`config.mk`:
```
export PLATFORM = sky130hd
export DESIGN_NAME = riscv_wb_oq
export DESIGN_NICKNAME = d
export VERILOG_FILES = /design/src/rtl/riscv_wb_oq_pkg.sv /design/src/rtl/riscv_wb_oq_idxfifo.sv /design/src/rtl/riscv_wb_oq.sv
export SDC_FILE = /design/constraint.sdc
export NUM_CORES = 1
export LEC_CHECK = 0
export ABC_AREA = 0
export BUFFER_PORTS_ARGS = -buffer_cell sky130_fd_sc_hd__buf_2
export CAP_MARGIN = 20
export CORE_MARGIN = 2
export CORE_UTILIZATION = 40
export DETAILED_ROUTE_END_ITERATION = 10
export PLACE_DENSITY = 0.63
export SYNTH_ARGS = -nofsm -noshare
export SYNTH_HDL_FRONTEND = slang
export SYNTH_HIERARCHICAL = 1
export SYNTH_SLANG_ARGS = --single-unit
```
`constraint.sdc`:
```
create_clock -name clk_i -period 5.9 [get_ports clk_i]
set_input_delay 0.885 -clock clk_i [delete_from_list [all_inputs] [get_ports clk_i]]
set_output_delay 0.885 -clock clk_i [all_outputs]
set_load 0.05 [all_outputs]
```
`src/rtl/riscv_wb_oq_pkg.sv`:
```
// Shared types and opcode helpers for the in-order write-back completion queue.
package riscv_wb_oq_pkg;

    localparam logic [6:0] OpcLoad    = 7'b0000011;
    localparam logic [6:0] OpcStore   = 7'b0100011;
    localparam logic [6:0] OpcStoreFp = 7'b0100111;
    localparam logic [6:0] OpcBranch  = 7'b1100011;
    localparam logic [6:0] OpcMiscMem = 7'b0001111;

    localparam logic [2:0] F3Lb  = 3'b000;
    localparam logic [2:0] F3Lh  = 3'b001;
    localparam logic [2:0] F3Lw  = 3'b010;
    localparam logic [2:0] F3Ld  = 3'b011;
    localparam logic [2:0] F3Lbu = 3'b100;
    localparam logic [2:0] F3Lhu = 3'b101;
    localparam logic [2:0] F3Lwu = 3'b110;

    typedef logic [4:0] rsd_t;

    typedef struct packed {
        logic        bubble;
        logic        dbg;
        logic [31:0] instr;
    } instruction_t;

    typedef struct packed {
        logic any;
        logic breakpoint;
        logic illegal_instruction;
        logic instruction_misaligned;
        logic instruction_access_fault;
        logic instruction_page_fault;
        logic load_misaligned;
        logic load_access_fault;
        logic load_page_fault;
        logic store_misaligned;
        logic store_access_fault;
        logic store_page_fault;
    } interrupts_exceptions_t;

    // Control part of a queue entry; XLEN-wide fields live in separate arrays.
    typedef struct packed {
        instruction_t           insn;
        interrupts_exceptions_t exc;
        logic [2:0]             adr_lsb;
        rsd_t                   rd;
        logic                   is_mem;
        logic                   done;
    } wbq_entry_t;

    function automatic logic [6:0] decode_opc(input logic [31:0] instr);
        return instr[6:0];
    endfunction

    function automatic logic [2:0] decode_funct3(input logic [31:0] instr);
        return instr[14:12];
    endfunction

    function automatic rsd_t decode_rd(input logic [31:0] instr);
        return instr[11:7];
    endfunction

    function automatic logic opc_writes_rd(input logic [6:0] opc);
        return !(opc inside {OpcStore, OpcStoreFp, OpcBranch, OpcMiscMem});
    endfunction

endpackage

```
`src/rtl/riscv_wb_oq_idxfifo.sv`:
```
// Index FIFO recording queue slots of outstanding memory ops in response order.
module riscv_wb_oq_idxfifo #(
    parameter int unsigned DEPTH = 4,
    localparam int unsigned AW = $clog2(DEPTH)
) (
    input  logic          clk_i,
    input  logic          rst_ni,
    input  logic          push_i,
    input  logic          pop_i,
    input  logic          clear_i,
    input  logic [AW-1:0] idx_i,
    output logic [AW-1:0] idx_o,
    output logic          empty_o,
    output logic          full_o
);

    localparam int unsigned CW = AW + 1;

    logic [AW-1:0] r_mem [DEPTH];
    logic [AW-1:0] r_rd;
    logic [AW-1:0] r_wr;
    logic [CW-1:0] r_cnt;

    always_ff @(posedge clk_i or negedge rst_ni) begin
        if (!rst_ni) begin
            r_rd  <= '0;
            r_wr  <= '0;
            r_cnt <= '0;
        end else if (clear_i) begin
            r_rd  <= '0;
            r_wr  <= '0;
            r_cnt <= '0;
        end else begin
            if (push_i) begin
                r_wr <= r_wr + AW'(1);
            end
            if (pop_i) begin
                r_rd <= r_rd + AW'(1);
            end
            r_cnt <= r_cnt + CW'(push_i) - CW'(pop_i);
        end
    end

    always_ff @(posedge clk_i) begin
        if (push_i && !clear_i) begin
            r_mem[r_wr] <= idx_i;
        end
    end

    assign idx_o   = r_mem[r_rd];
    assign empty_o = (r_cnt == '0);
    assign full_o  = (r_cnt == CW'(DEPTH));

endmodule

```
`src/rtl/riscv_wb_oq.sv`:
```
// Write-back stage with an in-order completion queue: memory ops complete out of band,
// entries retire to the register file strictly in program order.
module riscv_wb_oq
    import riscv_wb_oq_pkg::*;
#(
    parameter int unsigned     XLEN    = 32,
    parameter logic [XLEN-1:0] PC_INIT = 'h200,
    parameter int unsigned     DEPTH   = 4
) (
    input  logic                   clk_i,
    input  logic                   rst_ni,
    output logic                   wb_stall_o,
    input  logic [XLEN-1:0]        mem_pc_i,
    input  instruction_t           mem_insn_i,
    input  interrupts_exceptions_t mem_exceptions_i,
    input  logic [XLEN-1:0]        mem_r_i,
    input  logic [XLEN-1:0]        mem_memadr_i,
    input  logic                   dmem_ack_i,
    input  logic                   dmem_err_i,
    input  logic                   dmem_misaligned_i,
    input  logic                   dmem_page_fault_i,
    input  logic [XLEN-1:0]        dmem_q_i,
    output logic [XLEN-1:0]        wb_memq_o,
    output logic [XLEN-1:0]        wb_pc_o,
    output instruction_t           wb_insn_o,
    output interrupts_exceptions_t wb_exceptions_o,
    output logic [XLEN-1:0]        wb_badaddr_o,
    output rsd_t                   wb_dst_o,
    output logic [XLEN-1:0]        wb_r_o,
    output logic                   wb_we_o
);

    localparam int unsigned AW     = $clog2(DEPTH);
    localparam int unsigned CW     = AW + 1;
    localparam int unsigned DW     = CW + 1;
    localparam int unsigned LANE_W = (XLEN == 64) ? 3 : 2;

    wbq_entry_t    r_ent [DEPTH];
    logic [XLEN-1:0] r_pc  [DEPTH];
    logic [XLEN-1:0] r_res [DEPTH];
    logic [XLEN-1:0] r_adr [DEPTH];

    logic [AW-1:0] r_head;
    logic [AW-1:0] r_tail;
    logic [CW-1:0] r_count;
    logic [CW-1:0] r_drop_cnt;
    // Set by reset, cleared by the first push: beats in this window are stale leftovers.
    logic          r_orphan_ok;

    logic [XLEN-1:0]        r_wb_pc;
    instruction_t           r_wb_insn;
    interrupts_exceptions_t r_wb_exc;
    logic [XLEN-1:0]        r_wb_badaddr;
    rsd_t                   r_wb_dst;
    logic [XLEN-1:0]        r_wb_r;
    logic                   r_wb_we;

    logic                   w_beat;
    logic                   w_drop;
    logic                   w_hit;
    logic                   w_fifo_empty;
    logic                   w_fifo_full;
    logic                   w_fifo_push;
    logic [AW-1:0]          w_rsp_idx;
    wbq_entry_t             w_tgt;
    wbq_entry_t             w_tgt_new;
    logic [XLEN-1:0]        w_tgt_res;
    logic                   w_tgt_load;
    logic                   w_tgt_store;
    interrupts_exceptions_t w_beat_exc;
    logic [LANE_W-1:0]      w_lane;
    logic [XLEN-1:0]        w_sh;
    logic [XLEN-1:0]        w_ext;
    logic                   w_head_byp;
    wbq_entry_t             w_head_ent;
    logic [XLEN-1:0]        w_head_res;
    logic                   w_retire;
    logic                   w_flush;
    logic                   w_push;
    logic                   w_push_mem;
    wbq_entry_t             w_push_ent;
    logic [AW-1:0]          w_scan_idx;
    logic [CW-1:0]          w_flush_cnt;
    logic [DW-1:0]          w_drop_sum;
    logic [CW-1:0]          w_drop_nxt;
    logic                   w_mem_fault;
    logic [XLEN-1:0]        w_badaddr;
    logic                   w_we;

    riscv_wb_oq_idxfifo #(
        .DEPTH (DEPTH)
    ) u_idxfifo (
        .clk_i   (clk_i),
        .rst_ni  (rst_ni),
        .push_i  (w_fifo_push),
        .pop_i   (w_hit),
        .clear_i (w_flush),
        .idx_i   (r_tail),
        .idx_o   (w_rsp_idx),
        .empty_o (w_fifo_empty),
        .full_o  (w_fifo_full)
    );

    assign w_beat = dmem_ack_i | dmem_err_i | dmem_misaligned_i | dmem_page_fault_i;
    assign w_drop = w_beat && (r_drop_cnt != '0);
    assign w_hit  = w_beat && (r_drop_cnt == '0) && !w_fifo_empty;

    assign w_tgt       = r_ent[w_rsp_idx];
    assign w_tgt_load  = decode_opc(w_tgt.insn.instr) == OpcLoad;
    assign w_tgt_store = decode_opc(w_tgt.insn.instr) == OpcStore;

    always_comb begin
        w_beat_exc = '0;
        if (w_tgt_store) begin
            w_beat_exc.store_access_fault = dmem_err_i;
            w_beat_exc.store_misaligned   = dmem_misaligned_i;
            w_beat_exc.store_page_fault   = dmem_page_fault_i;
        end else begin
            w_beat_exc.load_access_fault  = dmem_err_i;
            w_beat_exc.load_misaligned    = dmem_misaligned_i;
            w_beat_exc.load_page_fault    = dmem_page_fault_i;
        end
        w_beat_exc.any = dmem_err_i | dmem_misaligned_i | dmem_page_fault_i;
    end

    always_comb begin
        w_lane = w_tgt.adr_lsb[LANE_W-1:0];
        w_sh   = dmem_q_i >> {w_lane, 3'b000};
        case (decode_funct3(w_tgt.insn.instr))
            F3Lb:    w_ext = XLEN'($signed(w_sh[7:0]));
            F3Lh:    w_ext = XLEN'($signed(w_sh[15:0]));
            F3Lw:    w_ext = XLEN'($signed(w_sh[31:0]));
            F3Lbu:   w_ext = XLEN'(w_sh[7:0]);
            F3Lhu:   w_ext = XLEN'(w_sh[15:0]);
            F3Lwu:   w_ext = XLEN'(w_sh[31:0]);
            F3Ld:    w_ext = w_sh;
            default: w_ext = w_sh;
        endcase
        wb_memq_o = (w_tgt_load && !w_fifo_empty) ? w_ext : 'x;
    end

    always_comb begin
        w_tgt_new      = w_tgt;
        w_tgt_new.done = 1'b1;
        w_tgt_new.exc  = w_tgt.exc | w_beat_exc;
        w_tgt_res      = w_tgt_load ? w_ext : r_res[w_rsp_idx];
    end

    // A beat for the head entry lets it retire in the same cycle.
    assign w_head_byp = w_hit && (w_rsp_idx == r_head);
    assign w_head_ent = w_head_byp ? w_tgt_new : r_ent[r_head];
    assign w_head_res = w_head_byp ? w_tgt_res : r_res[r_head];
    assign w_retire   = (r_count != '0) && w_head_ent.done;
    assign w_flush    = w_retire && w_head_ent.exc.any;

    assign wb_stall_o = (r_count == CW'(DEPTH)) && !w_retire;
    assign w_push     = !wb_stall_o && !mem_insn_i.bubble && !r_wb_exc.any;
    assign w_push_mem = (decode_opc(mem_insn_i.instr) inside {OpcLoad, OpcStore})
                        && !mem_exceptions_i.any;
    assign w_fifo_push = w_push && w_push_mem && !w_flush;

    always_comb begin
        w_push_ent         = '0;
        w_push_ent.insn    = mem_insn_i;
        w_push_ent.exc     = mem_exceptions_i;
        w_push_ent.adr_lsb = mem_memadr_i[2:0];
        w_push_ent.rd      = decode_rd(mem_insn_i.instr);
        w_push_ent.is_mem  = w_push_mem;
        w_push_ent.done    = !w_push_mem;
    end

    // Younger mem entries still waiting will have their beats arrive later; count them.
    always_comb begin
        w_flush_cnt = '0;
        w_scan_idx  = '0;
        for (int k = 1; k < DEPTH; k++) begin
            w_scan_idx = r_head + AW'(k);
            if ((CW'(k) < r_count) && r_ent[w_scan_idx].is_mem && !r_ent[w_scan_idx].done
                && !(w_hit && (w_rsp_idx == w_scan_idx))) begin
                w_flush_cnt = w_flush_cnt + CW'(1);
            end
        end
    end

    always_comb begin
        w_drop_sum = {1'b0, r_drop_cnt};
        if (w_drop) begin
            w_drop_sum = w_drop_sum - DW'(1);
        end
        if (w_flush) begin
            w_drop_sum = w_drop_sum + {1'b0, w_flush_cnt};
        end
        w_drop_nxt = (w_drop_sum > DW'(DEPTH)) ? CW'(DEPTH) : w_drop_sum[CW-1:0];
    end

    always_comb begin
        w_mem_fault = w_head_ent.exc.load_misaligned | w_head_ent.exc.load_access_fault
                    | w_head_ent.exc.load_page_fault | w_head_ent.exc.store_misaligned
                    | w_head_ent.exc.store_access_fault | w_head_ent.exc.store_page_fault
                    | w_head_ent.exc.breakpoint;
        if (w_mem_fault) begin
            w_badaddr = r_adr[r_head];
        end else if (w_head_ent.exc.illegal_instruction) begin
            w_badaddr = XLEN'(w_head_ent.insn.instr);
        end else begin
            w_badaddr = '0;
        end
        w_we = (|w_head_ent.rd) && !w_head_ent.exc.any
               && opc_writes_rd(decode_opc(w_head_ent.insn.instr));
    end

    always_ff @(posedge clk_i or negedge rst_ni) begin
        if (!rst_ni) begin
            r_head       <= '0;
            r_tail       <= '0;
            r_count      <= '0;
            r_drop_cnt   <= '0;
            r_orphan_ok  <= 1'b1;
            r_wb_pc      <= PC_INIT;
            r_wb_insn    <= '{bubble: 1'b1, dbg: 1'b0, instr: '0};
            r_wb_exc     <= '0;
            r_wb_badaddr <= '0;
            r_wb_we      <= 1'b0;
        end else begin
            r_drop_cnt <= w_drop_nxt;
            if (w_push) begin
                r_orphan_ok <= 1'b0;
            end
            if (w_retire) begin
                r_wb_pc      <= r_pc[r_head];
                r_wb_insn    <= w_head_ent.insn;
                r_wb_exc     <= w_head_ent.exc;
                r_wb_badaddr <= w_badaddr;
                r_wb_we      <= w_we;
            end else begin
                r_wb_insn.bubble <= 1'b1;
                r_wb_exc         <= '0;
                r_wb_we          <= 1'b0;
            end
            if (w_flush) begin
                r_head  <= '0;
                r_tail  <= '0;
                r_count <= '0;
            end else begin
                if (w_retire) begin
                    r_head <= r_head + AW'(1);
                end
                if (w_push) begin
                    r_tail <= r_tail + AW'(1);
                end
                r_count <= r_count + CW'(w_push) - CW'(w_retire);
            end
        end
    end

    always_ff @(posedge clk_i) begin
        if (w_hit) begin
            r_ent[w_rsp_idx] <= w_tgt_new;
            r_res[w_rsp_idx] <= w_tgt_res;
        end
        if (w_push) begin
            r_ent[r_tail] <= w_push_ent;
            r_pc[r_tail]  <= mem_pc_i;
            r_res[r_tail] <= mem_r_i;
            r_adr[r_tail] <= mem_memadr_i;
        end
        if (w_retire) begin
            r_wb_dst <= w_head_ent.rd;
            r_wb_r   <= w_head_res;
        end
    end

    assign wb_pc_o         = r_wb_pc;
    assign wb_insn_o       = r_wb_insn;
    assign wb_exceptions_o = r_wb_exc;
    assign wb_badaddr_o    = r_wb_badaddr;
    assign wb_dst_o        = r_wb_dst;
    assign wb_r_o          = r_wb_r;
    assign wb_we_o         = r_wb_we;

    a_beat_has_owner: assert property (@(posedge clk_i) disable iff (!rst_ni)
        w_beat |-> (w_hit || w_drop || r_orphan_ok));

    a_idxfifo_no_overflow: assert property (@(posedge clk_i) disable iff (!rst_ni)
        (w_fifo_push && !w_hit) |-> !w_fifo_full);

endmodule

```
Word-level counts from Yosys, hierarchy flattened --
Memory sizes are Yosys's and may differ from the RTL's. A register that Yosys moved wholly into a read port is not among the register bits. Index checks and enable logic that the tools add are counted.
Storage, ports and cells: memories 5, bits in registers 101, memory bits (writable) 616, output and inout bits 181, latch bits 0, bits in read-only memories 0
Cells by class: eq/ne operators 16, div/mod/pow operators 0, add/sub/neg operators 14, shifts and indexed selects 1, bitwise gates (word level) 12, muxes and demuxes 33, magnitude comparators 4, reductions and logical operators 57, multipliers 0
Memory list:
- r_ent | depth 4, bits a word 56, rd ports 5, clocked after Yosys merged registers in 0, write ports 2, line riscv_wb_oq.sv:38 | wbq_entry_t r_ent [DEPTH];
- r_adr | depth 4, bits a word 32, rd ports 1, clocked after Yosys merged registers in 0, write ports 1, line riscv_wb_oq.sv:41 | logic [XLEN-1:0] r_adr [DEPTH];
- r_pc | depth 4, bits a word 32, rd ports 1, clocked after Yosys merged registers in 1, write ports 1, line riscv_wb_oq.sv:39 | logic [XLEN-1:0] r_pc [DEPTH];
- r_res | depth 4, bits a word 32, rd ports 2, clocked after Yosys merged registers in 1, write ports 2, line riscv_wb_oq.sv:40 | logic [XLEN-1:0] r_res [DEPTH];
- u_idxfifo.r_mem | depth 4, bits a word 2, rd ports 1, clocked after Yosys merged registers in 0, write ports 1, line riscv_wb_oq_idxfifo.sv:19 | logic [AW-1:0] r_mem [DEPTH];
Operator list (count):
- $mux 32 | 4
- $pmux 32 s4 | 1
- $mux 56 | 1
- $shr 32x5->32 | 1
- $eq 7x6->1 const B | 4
- $logic_and 1x1->1 | 28
- $mux 3 | 7
- $logic_not 1->1 | 17
- $mux 2 | 8
- $eq 7x2->1 const B | 2
- $mux 12 | 1
- $or 12x12->12 | 1
- $or 1x1->1 | 11
- $reduce_bool 2->1 | 5
- $eq 3x3->1 const B | 3
- $logic_not 3->1 | 3
- $mux 1 | 9
- $add 2x1->2 const B | 4
- $eq 2x2->1 | 4
- $mux 4 | 2
- $eq 7x4->1 const B | 1
- $eq 7x7->1 const B | 1
- $add 3x1->3 | 2
- $add 3x1->3 const B | 2
- 11 further kinds | 15

Longest topological paths before layout --
Gate-level depths: netlist (run 1).
depth in word-level cells 18, depth in mapped cells 19

Cells and area by module --
The synthesis (run 1) kept the hierarchy.
Modules (own cells, without submodules):
- riscv_wb_oq | seq. area each 22278.9 um2, times used 1, cells an instance 2694, area each 34838.4 um2
- riscv_wb_oq_idxfifo | seq. area each 415.4 um2, times used 1, cells an instance 49, area each 723.2 um2

Worst setup path before layout (run 1) --
OpenSTA, ideal clock, no wires.
path type register to register, from register u_idxfifo.r_rd[0], to memory r_ent[0][0] in the netlist's numbering, enable pin, stages on the path, launching flop included 6, library setup time 0.550 ns, path slack -0.564 ns, arrival 5.914 ns, path buffers 3, period minus slack after synthesis 6.464 ns, cells stage by stage dfrtp_1 -> mux4_1 -> buf_2 -> buf_1 -> clkbuf_1 -> o31ai_1
RTL lines:
- from (decl) | line riscv_wb_oq_idxfifo.sv:20 | logic [AW-1:0] r_rd;
- from (signal assigned) | line riscv_wb_oq_idxfifo.sv:38 | r_rd <= r_rd + AW'(1);
- to (decl) | line riscv_wb_oq.sv:38

Final worst setup path (run 1) --
from register u_idxfifo.r_rd[0], to output port wb_memq_o[12]
On the way: longest elaborated chain between the ends 5, elaborated cells between the ends (all ways) 9, classes of those cells eq/ne (3); shift (1); mux (2); reduce/logical (1); memory (2)
RTL lines:
- $mem_v2 4x2 (*)
- net w_rsp_idx[1] | line riscv_wb_oq.sv:64 | logic [AW-1:0] w_rsp_idx;
- $mem_v2 4x56 (*)
- $shr 32x5->32 (tied with other cells) | line riscv_wb_oq.sv:128 | w_sh = dmem_q_i >> {w_lane, 3'b000};
- $pmux 32 s4 (*) | line riscv_wb_oq.sv:129 | case (decode_funct3(w_tgt.insn.instr))
- $mux 32 (*) | line riscv_wb_oq.sv:139 | wb_memq_o = (w_tgt_load && !w_fifo_empty) ? w_ext : 'x;
- to (decl) | line riscv_wb_oq.sv:23 | output logic [XLEN-1:0] wb_memq_o,
Mark *: on every way through the listed nets, which the timed path passes. The rest lies on a longest branch. The select of a mux whose other input is x is not followed.

==> results of run 1 <==
==> sequential cells by signal, indices dropped and copies added, names as in the netlist <==
| register | count |
|---|---|
| wb_r_o | 32 |
| r_ent | 220 |
| wb_pc_o | 32 |
| wb_dst_o | 5 |
| u_idxfifo/r_cnt | 3 |
| r_head | 2 |
| wb_exceptions_o | 12 |
| u_idxfifo/r_wr | 2 |
| r_drop_cnt | 3 |
| r_pc | 128 |
| wb_insn_o | 34 |
| u_idxfifo/r_rd | 2 |
| wb_badaddr_o | 32 |
| u_idxfifo/r_mem | 8 |
| r_res | 128 |
| r_tail | 2 |
| r_count | 3 |
| r_adr | 128 |
| wb_we_o | 1 |
==> timing repair <==
item                                    in CTS  in global routing
endpoints found under the setup margin       8                  0
hold buffers                                 0                  0
buffers inserted                             1                  0
==> report_power, final <==
group | internal [uW] | switching [uW]
registers | 7900 | 626
clock network | 3230 | 2310
logic | 3140 | 7040
total | 14300 | 9980
==> metrics by stage <==
step / utilization, % / cell area [um^2] / std cells
after floorplan: - / 35600 / 2742
after global placement: 44.1 / 38900 / 4156
after detailed placement: 44.1 / 38900 / 4157
after CTS: 47.5 / 41900 / 4320
after global routing: 47.5 / 41900 / 4326
final: 47.5 / 41900 / 4329
==> cell type report <==
cell class / instances / area, um^2 / area share [%]
Antenna cell: 9 / 22.5 / 0.0537
Clock buffer: 117 / 2470 / 5.88
Clock inverter: 45 / 484 / 1.16
Inverter: 62 / 258 / 0.615
Multi-Input combinational cell: 1725 / 12000 / 28.7
Sequential cell: 777 / 22700 / 54.2
Tap cell: 1165 / 1460 / 3.48
Timing Repair Buffer: 429 / 2510 / 5.99
==> layer usage <==
layer,up-vias,wire length [um],track usage [%]
met5,-,182,0
met4,30,2810,7.53
met1,12000,40000,29.3
met2,1013,51900,37.9
met3,210,8570,4.69
li1,10700,-,-
==> cell usage in the layout (no fill, tap or decap), types with 54 or more instances in the layout <==
| master | count |
|---|---|
| clkbuf_16 | 92 |
| o21ai_0 | 54 |
| nor2_1 | 187 |
| buf_4 | 54 |
| nand2_1 | 834 |
| a21oi_1 | 155 |
| inv_1 | 56 |
| edfxtp_1 | 649 |
| o21ai_1 | 56 |
| buf_2 | 359 |
| dfrtp_1 | 124 |
| mux4_2 | 203 |
==> worst paths after layout <==
| check | slack (ns) | endpoint |
|---|---|---|
| worst max register to register | 1.03 | r_pc[1][7] |
| worst max-delay path | 0.17 | wb_memq_o[12] |
| worst min-delay path | 0.25 | wb_exceptions_o[6] |
| max in group asynchronous | 4.50 | wb_pc_o[9] |
| min in group clk_i | 0.43 | r_pc[3][12] |
| worst min register to register | 0.46 | wb_pc_o[0] |
==> impl_metrics.yaml, run 1 <==
synthesis:
  synth_nets: 2946
  synth-warning-count: 6
  synthCells: 2742
  netlist_area_um2: 35600
  syn_avg_cell_area_um2: 13.0
power_and_ir_drop:
  ir_worst_vdd_v: 0.000374
  power.density_nw_per_um2: 579
  cellLeakagePower_uw: 0.0162
  total_power_uw: 24300
critical_path:
  start_kind: "flop"
  cp.depth: 8
  cp_top_family: "multiplexers"
  slowest_stage: "buf_4"
  critPathLaunch: "u_idxfifo/r_rd[0]"
  worst_r2r_path_depth: 8
  cpPeakStageDelay_ns: 0.72
  crit_path_max_fanout: 43
  cp.arrival_ns: 4.85
  cp-end-kind: "primary output"
  cp.buffers_inverters: 3
  required_ns: 5.02
  rr_startpoint: "u_idxfifo/r_rd[0]"
  worstPathCellList: "mux4_4, buf_4, mux4_2, or2_0, nor3_2, a21oi_1, inv_1, buf_2"
  critPathKind: "flop to primary output"
sta:
  setup_viol: 0
  slew_headroom_pct: 24.8
  tightest_slew_ns: 1.13
  slew_viol_final: 0
  hold_slack_ns: 0.252
  rsz0062_at_grt: "false"
  timing.fmax_ghz: 0.174
  timing.final.crit_share_pct: 97.1
  setup_tns_ns: 0
  setup_slack_ns: 0.169
  final_hold_viol_count: 0
  finalCriticalPeriod_ns: 5.73
  skew_ns: 0.0562
die:
  die_area_um2: 91300
  initial_core_util_pct: 40.3
  die_w_um: 302
  die_h_um: 302
  rows: 109
  core-area_um2: 88200
  pin_count: 361
detailed_routing:
  wire_per_inst_um: 23.9
  drt_first_pass_iters: 6
  avgViaCountPerCell: 5.53
  drt-total-wl_mm: 104
  vias: 23900
  drtAntennaViolNets: 0
  drt_iter0_drc: 2160
  drc_errors: 0
grt:
  antenna_found_initial: 34
  grt-ovfl-total: 0
  grt_pass1_vias: 23600
  grt_max_degree: 95
  grt_pass1_wl_mm: 152
  grt_usage_pct: 22.6
clock_network:
  clk_latency_ns: 0.68
  clock_path_buffers: 3
  path_clk_slew_ns: 0.06
  cts_inserted_buffers: 87
  ctsResizeCount: 0
  cts_root_buffer: "clkbuf_16"
  clock_sinks: 777
  cts_tree: "yes"
  cts_max_level: 3
flow_run:
  drv_cap: 0
placement:
  port-buffer-count: 360
  dpl_worst_slack_ns: 0.659
  dpl.hpwl_mm: 63.8
  gp_congestion: 0.825
finish:
  synthToLayoutAreaGrowth_pct: 17.9
  drive_above_1_share_pct: 25.7
  fillCellCount: 7709
  nets: 3286
outcome:
  outcome: "complete, no violations"
worst_hold_path:
  hold_class: "input port to asynchronous set/reset pin"
Power figures use the tool's default switching activity.
==> run 2, diff against run 1 <==
- MAX_ROUTING_LAYER: unset -> met4
==> run 2 against run 1 <==
Hold slack improved by 0.0060 ns. First-iteration DRC count increased by 3.1%. Non-clock buffer count unchanged. Cell count increased by 0.32%. Register-to-register slack about the same. Sequential cell count unchanged. Clock skew decreased by 0.0049 ns. Largest cell class unchanged. Wire length decreased by 0.23%. Critical path depth unchanged. Sequential share of layout area about the same.
==> impl_metrics.yaml, run 2 (synthesis results as in run 1) <==
finish:
  fin_util_pct: 47.5
  nets: 3286
  drive_above_1_share_pct: 25.7
  top_register: "r_ent"
  synthToLayoutAreaGrowth_pct: 18.0
  final_cell_mix: "nand2_1 (834), edfxtp_1 (649), buf_2 (359), mux4_2 (203), nor2_1 (187)"
  mostFrequentLayoutCell: "nand2_1"
  largest_register_ffs: 220
sta:
  setup_tns_ns: 0
  timing.final.crit_share_pct: 97.2
  rsz0062_at_grt: "false"
  tightest_slew_ns: 1.14
  timing.fmax_ghz: 0.174
  hold_slack_ns: 0.258
  finalCriticalPeriod_ns: 5.73
  setup_viol: 0
  skew_ns: 0.0513
  final_hold_viol_count: 0
  slew_headroom_pct: 23.9
  slew_viol_final: 0
detailed_routing:
  drt_iter0_drc: 2227
  wire_per_inst_um: 23.8
  drtAntennaViolNets: 0
  vias: 23800
  avgViaCountPerCell: 5.48
  drt_first_pass_iters: 7
  drt-total-wl_mm: 103
  drc_errors: 0
critical_path:
  required_ns: 5.02
  reg2reg_to: "r_pc[1][7]"
  critPathLaunch: "u_idxfifo/r_rd[0]"
  cpPeakStageDelay_ns: 0.71
  rr_startpoint: "u_idxfifo/r_rd[0]"
  cp.depth: 8
  critPathKind: "flop to primary output"
  cp-end-kind: "primary output"
  cp.buffers_inverters: 3
  start_kind: "flop"
  crit_path_max_fanout: 43
  r2r_slack_ns: 1.04
  worst_r2r_path_depth: 8
  worstPathCellList: "mux4_4, buf_4, mux4_2, or2_0, nor3_2, a21oi_1, inv_1, buf_2"
  cp.arrival_ns: 4.85
  cp_top_family: "multiplexers"
  slowest_stage: "buf_4"
grt:
  grt_usage_pct: 23.3
  antenna_found_initial: 33
  grt_pass1_wl_mm: 153
  grt_pass1_vias: 23600
  grt_max_degree: 95
  grt-ovfl-total: 0
die:
  pin_count: 361
  die_h_um: 302
  rows: 109
  core-area_um2: 88200
  die_area_um2: 91300
  initial_core_util_pct: 40.3
  die_w_um: 302
outcome:
  outcome: "complete, no violations"
clock_network:
  ctsResizeCount: 0
  clock_sinks: 777
  cts_inserted_buffers: 87
  path_clk_slew_ns: 0.06
  cts_max_level: 3
  cts_hold_buf: 0
  clock_path_buffers: 3
  clk_latency_ns: 0.67
  cts_root_buffer: "clkbuf_16"
  cts_tree: "yes"
worst_hold_path:
  hold_class: "input port to asynchronous set/reset pin"
placement:
  dpl.hpwl_mm: 63.8
  gp_congestion: 0.837
  port-buffer-count: 360
power_and_ir_drop:
  power.density_nw_per_um2: 578
  ir_worst_vdd_v: 0.000374
  cellLeakagePower_uw: 0.0162
flow_run:
  drv_cap: 0
run 2: cell types whose count changed in the layout (fill, tap and decap cells not counted), sizes merged:
cell,before,now
diode,9,23
run 2: metal layers:
metal	routed length [um]	up-vias	track usage (%)	share of wire, %
met3	8190	185	4.55	7.9
met1	40600	12000	29.5	39
li1	-	10700	-	-
met5	0	-	-	0
met4	2720	0	7.54	2.6
met2	51800	910	37.8	50
run 2: power breakdown:
group | switching [uW] | internal [uW] | total (uW) | leakage, uW
logic | 7040 | 3140 | 10200 | 0.00730
clock network | 2300 | 3230 | 5530 | 0.00143
registers | 627 | 7900 | 8530 | 0.00751
total | 9970 | 14300 | 24200 | 0.0162
run 2: layout make-up:
| cell class | instances | area [um^2] |
|---|---|---|
| Sequential cell | 777 | 22700 |
| Timing Repair Buffer | 429 | 2510 |
| Multi-Input combinational cell | 1725 | 12000 |
| Clock inverter | 45 | 484 |
| Clock buffer | 117 | 2470 |
| Fill cell | 7707 | 46300 |
| Tap cell | 1165 | 1460 |
| Inverter | 62 | 258 |
| Antenna cell | 23 | 57.6 |
run 2: timing repair:
item / CTS / global route
hold endpoints to repair: 0 / 0
setup endpoints to repair: 8 / 0
setup buffers: 1 / 0
run 2: worst max-delay path by stage:
stage	end	slack, ns
2_1_floorplan	r_res[0][0]	0.66
3_3_place_gp	wb_memq_o[22]	0.67
3_5_place_dp	wb_memq_o[22]	0.66
4_1_cts	wb_memq_o[12]	0.19
5_1_grt	wb_memq_o[12]	0.03
6_report	wb_memq_o[12]	0.17
run 2: through the flow:
stage / power (uW) / cells / worst slack (ns) / instance area, um^2
3_3_place_gp: 18700 / 4156 / 0.670 / 38900
5_1_grt: 25500 / 4341 / 0.0317 / 41900
4_1_cts: 24500 / 4320 / 0.194 / 41900
6_report: 24200 / 4343 / 0.166 / 41900
2_1_floorplan: 15800 / 2742 / 0.660 / 35600
3_5_place_dp: 18900 / 4157 / 0.659 / 38900
